`src/rtl/hockey_pkg.sv`:
```
// Shared types for the air-hockey engine: FSM states, puck direction,
// TURN/WINNER codes and the wall-bounce helper.
package hockey_pkg;

    typedef enum logic [3:0] {
        IDLE    = 4'd0,
        DISP    = 4'd1,
        SERVE_A = 4'd2,
        SERVE_B = 4'd3,
        MOVE_AB = 4'd4,
        MOVE_BA = 4'd5,
        RESP_A  = 4'd6,
        RESP_B  = 4'd7,
        GOAL_A  = 4'd8,
        GOAL_B  = 4'd9,
        WIN     = 4'd10
    } state_t;

    typedef enum logic [1:0] {
        DIR_STRAIGHT = 2'd0,
        DIR_UP       = 2'd1,
        DIR_DOWN     = 2'd2
    } dir_t;

    localparam logic [1:0] TURN_A      = 2'd0;
    localparam logic [1:0] TURN_B      = 2'd1;
    localparam logic [1:0] TURN_NONE   = 2'd2;

    localparam logic [1:0] WINNER_NONE = 2'd0;
    localparam logic [1:0] WINNER_A    = 2'd1;
    localparam logic [1:0] WINNER_B   = 2'd2;

    typedef struct packed {
        logic [31:0] y;
        dir_t        dir;
    } bounce_t;

    function automatic int max2(input int a, input int b);
        return (a > b) ? a : b;
    endfunction

    // Raw code 3 has no meaning of its own and plays as straight.
    function automatic dir_t decode_dir(input logic [1:0] raw);
        case (raw)
            2'd1:    return DIR_UP;
            2'd2:    return DIR_DOWN;
            default: return DIR_STRAIGHT;
        endcase
    endfunction

    // One vertical step; hitting the top or bottom wall reflects the puck.
    function automatic bounce_t bounce(input logic [31:0] y, input dir_t dir,
                                       input logic [31:0] court_y);
        bounce_t r;
        r.y   = y;
        r.dir = dir;
        case (dir)
            DIR_UP: begin
                if (y == court_y - 1) begin
                    r.y   = court_y - 2;
                    r.dir = DIR_DOWN;
                end else begin
                    r.y = y + 1;
                end
            end
            DIR_DOWN: begin
                if (y == 0) begin
                    r.y   = 1;
                    r.dir = DIR_UP;
                end else begin
                    r.y = y - 1;
                end
            end
            default: ;
        endcase
        return r;
    endfunction

endpackage

```
`src/rtl/hockey_tick_timer.sv`:
```
// Shared cycle timer: counts 0..limit, flags the terminal count and wraps,
// or is held at zero by clear.
module hockey_tick_timer #(
    parameter int TW = 2
) (
    input  logic          clk,
    input  logic          rst_n,
    input  logic          clear,
    input  logic [TW-1:0] limit,
    output logic          done
);

    logic [TW-1:0] count;

    assign done = (count == limit);

    // NOTE: sequential state is updated with non-blocking assignments only,
    // so every flop samples the pre-edge value of every other flop.
    always_ff @(posedge clk or negedge rst_n) begin
        if (!rst_n) begin
            count <= '0;
        end else if (clear || done) begin
            count <= '0;
        end else begin
            count <= count + TW'(1);
        end
    end

endmodule

```
`src/rtl/hockey_court.sv`:
```
// Two-player air-hockey engine: serve/receive/goal sequencing, puck motion
// with wall bounce, and saturating scores.
module hockey_court
    import hockey_pkg::*;
#(
    parameter int COURT_X    = 5,
    parameter int COURT_Y    = 5,
    parameter int WIN_SCORE  = 3,
    parameter int STEP_TICKS = 3,
    parameter int RESP_TICKS = 3,
    parameter int DISP_TICKS = 3,
    parameter int GOAL_TICKS = 3,
    localparam int XW = $clog2(COURT_X),
    localparam int YW = $clog2(COURT_Y),
    localparam int SW = $clog2(WIN_SCORE + 1)
) (
    input  logic          clk,
    input  logic          rst,
    input  logic          BTNA,
    input  logic          BTNB,
    input  logic [1:0]    DIRA,
    input  logic [1:0]    DIRB,
    input  logic [YW-1:0] YA,
    input  logic [YW-1:0] YB,
    output logic [XW-1:0] X_COORD,
    output logic [YW-1:0] Y_COORD,
    output logic [SW-1:0] SCORE_A,
    output logic [SW-1:0] SCORE_B,
    output logic [1:0]    TURN,
    output logic [3:0]    STATE,
    output logic [1:0]    WINNER
);

    localparam int TMAX = max2(max2(STEP_TICKS, RESP_TICKS), max2(DISP_TICKS, GOAL_TICKS));
    localparam int TW   = (TMAX > 1) ? $clog2(TMAX) : 1;

    state_t        state;
    dir_t          dir;
    logic [XW-1:0] x;
    logic [YW-1:0] y;
    logic [SW-1:0] score_a;
    logic [SW-1:0] score_b;
    logic [1:0]    turn;
    logic [1:0]    winner;

    logic          t_done;
    logic          t_clear;
    logic [TW-1:0] t_limit;
    logic          hit_a;
    logic          hit_b;
    logic          ya_ok;
    logic          yb_ok;
    bounce_t       nb;

    assign X_COORD = x;
    assign Y_COORD = y;
    assign SCORE_A = score_a;
    assign SCORE_B = score_b;
    assign TURN    = turn;
    assign STATE   = state;
    assign WINNER  = winner;

    // NOTE: every signal driven here gets a default first, so no path
    // through the case can leave one unassigned and infer a latch.
    always_comb begin
        t_limit = '0;
        hit_a   = (state == RESP_A) && BTNA && (YA == y);
        hit_b   = (state == RESP_B) && BTNB && (YB == y);
        ya_ok   = 32'(YA) < 32'(COURT_Y);
        yb_ok   = 32'(YB) < 32'(COURT_Y);
        nb      = bounce(32'(y), dir, 32'(COURT_Y));
        case (state)
            DISP:             t_limit = TW'(DISP_TICKS - 1);
            MOVE_AB, MOVE_BA: t_limit = TW'(STEP_TICKS - 1);
            RESP_A, RESP_B:   t_limit = TW'(RESP_TICKS - 1);
            GOAL_A, GOAL_B:   t_limit = TW'(GOAL_TICKS - 1);
            default:          t_limit = '0;
        endcase
        // Timer idles at zero outside timed states; a hit restarts it for the return.
        t_clear = (state == IDLE) || (state == SERVE_A) || (state == SERVE_B) ||
                  (state == WIN) || hit_a || hit_b;
    end

    hockey_tick_timer #(
        .TW (TW)
    ) u_timer (
        .clk   (clk),
        .rst_n (rst),
        .clear (t_clear),
        .limit (t_limit),
        .done  (t_done)
    );

    always_ff @(posedge clk or negedge rst) begin
        if (!rst) begin
            state   <= IDLE;
            dir     <= DIR_STRAIGHT;
            x       <= '0;
            y       <= '0;
            score_a <= '0;
            score_b <= '0;
            turn    <= TURN_NONE;
            winner  <= WINNER_NONE;
        end else begin
            case (state)
                IDLE: begin
                    if (BTNA && !BTNB) begin
                        turn  <= TURN_A;
                        state <= DISP;
                    end else if (BTNB && !BTNA) begin
                        turn  <= TURN_B;
                        state <= DISP;
                    end
                end
                DISP: begin
                    if (t_done) state <= (turn == TURN_A) ? SERVE_A : SERVE_B;
                end
                SERVE_A: begin
                    if (BTNA && ya_ok) begin
                        x     <= '0;
                        y     <= YA;
                        dir   <= decode_dir(DIRA);
                        state <= MOVE_AB;
                    end
                end
                SERVE_B: begin
                    if (BTNB && yb_ok) begin
                        x     <= XW'(COURT_X - 1);
                        y     <= YB;
                        dir   <= decode_dir(DIRB);
                        state <= MOVE_BA;
                    end
                end
                MOVE_AB: begin
                    if (t_done) begin
                        x   <= x + XW'(1);
                        y   <= YW'(nb.y);
                        dir <= nb.dir;
                        if (x == XW'(COURT_X - 2)) state <= RESP_B;
                    end
                end
                MOVE_BA: begin
                    if (t_done) begin
                        x   <= x - XW'(1);
                        y   <= YW'(nb.y);
                        dir <= nb.dir;
                        if (x == XW'(1)) state <= RESP_A;
                    end
                end
                RESP_B: begin
                    if (hit_b) begin
                        x     <= XW'(COURT_X - 2);
                        dir   <= decode_dir(DIRB);
                        state <= MOVE_BA;
                    end else if (t_done) begin
                        if (score_a != SW'(WIN_SCORE)) score_a <= score_a + SW'(1);
                        state <= GOAL_A;
                    end
                end
                RESP_A: begin
                    if (hit_a) begin
                        x     <= XW'(1);
                        dir   <= decode_dir(DIRA);
                        state <= MOVE_AB;
                    end else if (t_done) begin
                        if (score_b != SW'(WIN_SCORE)) score_b <= score_b + SW'(1);
                        state <= GOAL_B;
                    end
                end
                GOAL_A: begin
                    if (t_done) begin
                        if (score_a == SW'(WIN_SCORE)) begin
                            winner <= WINNER_A;
                            state  <= WIN;
                        end else begin
                            turn  <= TURN_B;
                            state <= SERVE_B;
                        end
                    end
                end
                GOAL_B: begin
                    if (t_done) begin
                        if (score_b == SW'(WIN_SCORE)) begin
                            winner <= WINNER_B;
                            state  <= WIN;
                        end else begin
                            turn  <= TURN_A;
                            state <= SERVE_A;
                        end
                    end
                end
                WIN:     ;
                default: state <= IDLE;
            endcase
        end
    end

endmodule

```
`config.mk`:
```
export PLATFORM = sky130hd
export DESIGN_NAME = hockey_court
export DESIGN_NICKNAME = d
export VERILOG_FILES = /design/src/rtl/hockey_pkg.sv /design/src/rtl/hockey_tick_timer.sv /design/src/rtl/hockey_court.sv
export SDC_FILE = /design/constraint.sdc
export NUM_CORES = 1
export LEC_CHECK = 0
export BUFFER_PORTS_ARGS = -buffer_cell sky130_fd_sc_hd__buf_2
export CORE_MARGIN = 4
export CORE_UTILIZATION = 35
export DETAILED_ROUTE_END_ITERATION = 10
export PLACE_DENSITY = 0.56
export SYNTH_ARGS = -nofsm -noshare
export SYNTH_HDL_FRONTEND = slang
export SYNTH_SLANG_ARGS = --single-unit
```
`constraint.sdc`:
```
create_clock -name clk -period 3.4 [get_ports clk]
set_clock_uncertainty 0.1 [all_clocks]
set_input_delay 0.17 -clock clk [delete_from_list [all_inputs] [get_ports clk]]
set_output_delay 0.17 -clock clk [all_outputs]
set_load 0.01 [all_outputs]
```
=== Word level (Yosys, flattened, before mapping) ===
Index checks and enable logic that the tools add are counted.

* Flip-flop bits (word level): 22
* Logic and storage cells: 160
* Output and inout bits: 18

* Magnitude comparators: 2
* Muxes and demuxes: 57
* Reduce and logical (&&, ||, !) cells: 34
* Add/sub/neg operators: 7
* Equal/unequal tests: 48
* Bitwise operators: 3

{| class="wikitable"
|+ Operators by type and width
! operator !! number
|-
| $mux W4 || 17
|-
| $pmux W4 S11 || 1
|-
| $mux W2 || 19
|-
| $mux W3 || 11
|-
| $ne A2 B2 Y1 const B || 10
|-
| $pmux W3 S6 || 1
|-
| $eq A4 B3 Y1 const B || 4
|-
| $ne A2 B1 Y1 const B || 8
|-
| $reduce_and A13 Y1 || 1
|-
| $eq A4 B4 Y1 const B || 3
|-
| $pmux W2 S2 || 3
|-
| $eq A2 B2 Y1 const B || 5
|-
| $pmux W2 S5 || 1
|-
| $pmux W5 S2 || 1
|-
| $reduce_and A5 Y1 || 2
|-
| $pmux W3 S3 || 1
|-
| $reduce_and A9 Y1 || 1
|-
| $eq A4 B2 Y1 const B || 2
|-
| $logic_and A1 B1 Y1 || 8
|-
| $reduce_and A4 Y1 || 2
|-
| $reduce_and A7 Y1 || 1
|-
| $reduce_or A7 Y1 || 1
|-
| $add A2 B1 Y2 const B || 3
|-
| $add A3 B1 Y3 const B || 2
|-
| 26 further kinds || 43
|}

=== Logic depth before layout (Yosys ltp) ===
* Depth in word-level cells: 8
* Mapped depth: 8
* Depth with buffers taken out: 8

=== By module ===
From an unflattened synthesis, not the netlist that was laid out.

* Cell total of the unflattened synthesis: 208
* Area, all modules: 1878.1 sq um

{| class="wikitable"
|+ Modules (own cells, without submodules)
! module !! seq. area each (sq um) !! cells an instance !! instances !! area each (sq um)
|-
| hockey_court || 501.7 || 196 || 1 || 1760.4
|-
| hockey_tick_timer || 50.0 || 12 || 1 || 117.6
|}

=== Worst setup path after synthesis ===
Ideal clock, no wire load.

* Path kind: reg2reg
* Start point: reg y[0] (netlist: Y_COORD[0])
* End point: reg dir[0]
* Data arrival time: 1.793 ns
* Required time: 3.175 ns
* Setup time: 0.125 ns
* Stages on the path, launching flop included: 9
* Setup slack: 1.383 ns
* Path through: dfrtp_1 inv_1 ha_1 ha_1 and3b_1 a21oi_1 o21ai_0 nand4b_1 mux2_2

* Longest elaborated chain between the ends: 4

{| class="wikitable"
|+ Ends and longest elaborated chain
! what !! RTL line !! source
|-
| from (decl) || hockey_court.sv:40 || <nowiki>logic [YW-1:0] y;</nowiki>
|-
| from (signal assigned) || hockey_court.sv:137 || <nowiki>y <= YW'(nb.y);</nowiki>
|-
| from (signal assigned) || hockey_court.sv:145 || <nowiki>y <= YW'(nb.y);</nowiki>
|-
| $eq A3 B3 Y1, on equally long branches || hockey_court.sv:68, hockey_court.sv:67 ||
|-
| $logic_and A1 B1 Y1, on equally long branches || hockey_court.sv:68, hockey_court.sv:67 ||
|-
| $ne A2 B2 Y1 (no line) || - ||
|-
| $reduce_and A9 Y1 (no line) (*) || - ||
|-
| to (signal assigned) || hockey_court.sv:122 || <nowiki>dir <= decode_dir(DIRA);</nowiki>
|-
| to (signal assigned) || hockey_court.sv:130 || <nowiki>dir <= decode_dir(DIRB);</nowiki>
|-
| to (signal assigned) || hockey_court.sv:138 || <nowiki>dir <= nb.dir;</nowiki>
|-
| to (decl) || hockey_court.sv:38 || <nowiki>dir_t dir;</nowiki>
|}

Mark *: on every way between the ends. The rest lies on a longest branch, timed or not.
A chain may end at the register's enable or synchronous reset.

=== Worst setup path in the final report ===
* Start point: reg state[3] (netlist: STATE[3])
* End point: reg score_b[1] (netlist: SCORE_B[1])

* Longest elaborated chain between the ends: 5

{| class="wikitable"
|+ Ends and longest elaborated chain
! what !! RTL line !! source
|-
| from (decl) || hockey_court.sv:37 || <nowiki>state_t state;</nowiki>
|-
| from (signal assigned) || hockey_court.sv:116 || <nowiki>if (t_done) state <= (turn == TURN_A) ? SERVE_A : SERVE_B;</nowiki>
|-
| $eq A4 B3 Y1 (tied with other cells) || hockey_court.sv:67, hockey_court.sv:72, hockey_court.sv:105 ||
|-
| $reduce_or A7 Y1 (no line) or $logic_and A1 B1 Y1 (tied branches) || - ||
|-
| $mux W2 or $logic_and A1 B1 Y1 (tied branches) || hockey_court.sv:72, hockey_court.sv:67 ||
|-
| $eq A2 B2 Y1 or $not A1 Y1 (tied branches) || - ||
|-
| $reduce_and A4 Y1 (no line) (*) || - ||
|-
| to (signal assigned) || hockey_court.sv:166 || <nowiki>if (score_b != SW'(WIN_SCORE)) score_b <= score_b + SW'(1);</nowiki>
|-
| to (decl) || hockey_court.sv:42 || <nowiki>logic [SW-1:0] score_b;</nowiki>
|}

Marks and branches as above.

==> impl_results.md <==
* Most frequent cells in the layout: buf_2 (31), dfrtp_1 (21), a21oi_1 (14)
* Crit Path Max Fanout at 26
* Final GP Congestion at 0.8311
* Most common cell after layout, fill and taps aside: buf_2
* Crit end category: register
* DIE AREA at 6503 um^2
* Final wirelength at 4762 um
* Hold wc startpoint: DIRB[0]
* Number of synthesized flops with an enable pin at 0
* Initial Util at 0.3616
* Total clock sinks at 22
* Drt initial violations at 126
* GRT overflow at 0
* Hold Path Depth at 4
* First-pass GRT wire length at 7941 um
* PortBufs at 31
* Yosys top cell area share at 0.2846
* Vias per std cell at 5.411
* DIE WIDTH at 80.64 um
* Area Overhead vs Synth at 14.50%
* Tightest Pin Transition at 0.7787 ns
* Clock latency on the worst-skew pair at 0.27 ns
* Max clock buf depth at 2
* Sequential fraction of the synthesis area at 0.2988
* Post-route ant nets at 0
* CP Depth at 5
* RSZ-0062 raised after global routing: no
* IO Pins at 32
* TNS Setup at 0 ns
* Fin crit share at 0.7324
* Core ar. at 5107 um^2
* Reg2Reg Setup Slack at 0.91 ns
* Critical Path Start Type: register
* Top cells by area, synth: dfrtp_1 (28%), ha_1 (7.5%), mux2_2 (5.5%)
* Number of global-route vias before repair at 1566
* Final core utilization at 0.4140
* Rel. slew slack at 0.4809
* Post-synthesis net count at 228
* Min cycle time layout at 2.490 ns
* Critical path class: reg2reg
* Largest net degree at the start of global routing at 27
* Synth area leader: dfrtp_1
* Fmax at 401.6 MHz
* H-tree depth at 1
* Final net count at 255
* Max-cap violations at 0
* Final Hold Vio Count at 0
* Post-Syn Area at 1847 um^2
* Post-synthesis area per instance at 9.097 um^2
* Commonest register cell after synthesis: dfrtp_1
* Register area at 551.8 um^2
* Max VDD drop at 332.4 uV
* Core Rows at 26
* DR DRC count at 0
* Buffers and inverters on the worst path at 0
* Worst r2r path cells at 5
* Reg2Reg Capture Point: SCORE_B[1]
* Antenna violations before repair at 0
* HPWL after DPL at 3520 um
* Worst setup margin at 0.9099 ns
* Filler cell count at 530
* Leak Pwr at 0.9056 nW
* Crit path arrival time at 2.55 ns
* Pre-Repair DR Iteration Count at 4
* Post-Place Worst Slack at 0.9455 ns
* Ys Warns at 0
* ANT cells at 0
* Outcome: completed
* PD cells at 947.8 nW/um^2
* WP data required at 3.46 ns
* Non-filler cells, final at 299
* Synthesized netlist cell count at 203
* Clock tree root buffer cell: clkbuf_8
* CTS tree: built
* Worst flop-to-flop path startpoint: STATE[3]
* DR vias at 1618
* TritonCTS buffer count at 3
* Post-synthesis async set-or-reset flop share at 1.000
* WL per Instance at 15.93 um
* Share of cells above drive strength 1 at 0.2271
* Flops & latches, synth at 22
* Max Slew Vio Count at 0
* Min-Delay Endpoint: dir[0]
* CP Cell Sequence: nor2_1, o31a_4, mux2i_4, nor3_1, mux2_2
* Setup Viol. Count Final at 0
* Die H at 80.64 um
* Worst path top cell family by delay: flip-flops
* Largest stage delay, worst path at 0.82 ns
* Clock slew seen by the registers of the worst setup and hold paths at 0.09 ns
* Multi-input gate area at 1194 um^2
* Worst hold path type: in2reg
* Number of unique standard cell types used by synthesis at 52
* GRT Overall Usage at 0.1556
* Cells after DPL at 294
* Max stage delay cell, worst path: dfrtp_1
[sequential cells by signal (all words and copies together) (netlist names)]
signal	cells
STATE	4
X_COORD	3
Y_COORD	3
SCORE_A	2
SCORE_B	2
TURN	2
WINNER	2
dir	2
u_timer.count	2
[report_power, final]
group / switching, mW / internal, mW / total [mW]
Combinational: 0.617 / 0.548 / 1.17
Clock: 0.0957 / 0.157 / 0.253
Sequential: 0.222 / 0.364 / 0.586
Total: 0.935 / 1.07 / 2.00
[Yosys cell counts, drive strengths merged (3+ instances only)]
library cell,count
a211o,3
a211oi,4
a21oi,14
a22oi,3
a31oi,3
a32oi,3
buf,9
dfrtp,21
ha,11
inv,12
mux2,10
mux2i,4
nand2,8
nand2b,10
nand3,4
nand4,4
nor2,8
nor2b,5
nor3,7
nor3b,3
nor4,3
o21ai,12
o221ai,3
xnor2,10
xor2,3
[what timing repair did]
action	4_1_cts	5_1_grt
buffers inserted	0	0
resized for setup	0	0
endpoints found under the hold margin	21	0
hold buffers	1	0
[final cells by class]
class                   instances  area share
well taps                      70     0.04142
flip-flops and latches         22      0.2609
multi-input cells             159      0.5645
inverters                      12     0.02130
clock inverters                 1     0.01420
repair buffers                 32     0.07811
clock buffers                   3     0.01953
[per-stage QoR]
| stage | hold WS [ns] | area (um^2) | power, mW |
|---|---|---|---|
| 2_1_floorplan | -0.2256 | 1847 | 1.457 |
| 3_3_place_gp | 0.07247 | 2033 | 1.747 |
| 4_1_cts | 0.2149 | 2115 | 2.008 |
| 6_report | 0.2213 | 2115 | 2.004 |
| 5_1_grt | 0.2318 | 2115 | 2.178 |
| 3_5_place_dp | 0.07152 | 2033 | 1.737 |
[metal layers]
layer / global-route usage / wire length, um / vias up
li1: - / - / 808
met1: 0.2261 / 2322 / 756
met2: 0.2450 / 2147 / 50
met3: 0.02466 / 257 / 4
met4: 0.02703 / 36 / 0
met5: 0 / 0 / -
[worst register-to-register path, cell delays in order, from the launching register on]
cell and delay, ns:
dfrtp_1 0.82, nor2_1 0.19, o31a_4 0.34, mux2i_4 0.21, nor3_1 0.35, mux2_2 0.38
[logic make-up (layout without fill, tap and decap cells)]
logic type	count (synthesis)	after routing	share of synthesized area
AOI/OAI and AO/OA	56	56	0.2073
DFF	22	22	0.2988
and+or+nand+nor	65	65	0.2114
buffers and inverters	22	48	0.05487
xor gates and xnor gates	13	13	0.06165
muxes	14	14	0.09146
adders and majority gates	11	11	0.07452
[worst max path at each step]
stage | from | endpoint | slack [ns]
5_1_grt | STATE[0] | SCORE_B[1] | 0.81
4_1_cts | STATE[3] | SCORE_B[1] | 0.93
2_1_floorplan | Y_COORD[0] | dir[0] | 1.38
3_5_place_dp | STATE[0] | SCORE_B[1] | 0.95
3_3_place_gp | STATE[2] | SCORE_B[1] | 1.01
6_report | STATE[3] | SCORE_B[1] | 0.91
Power figures use the tool's default switching activity.
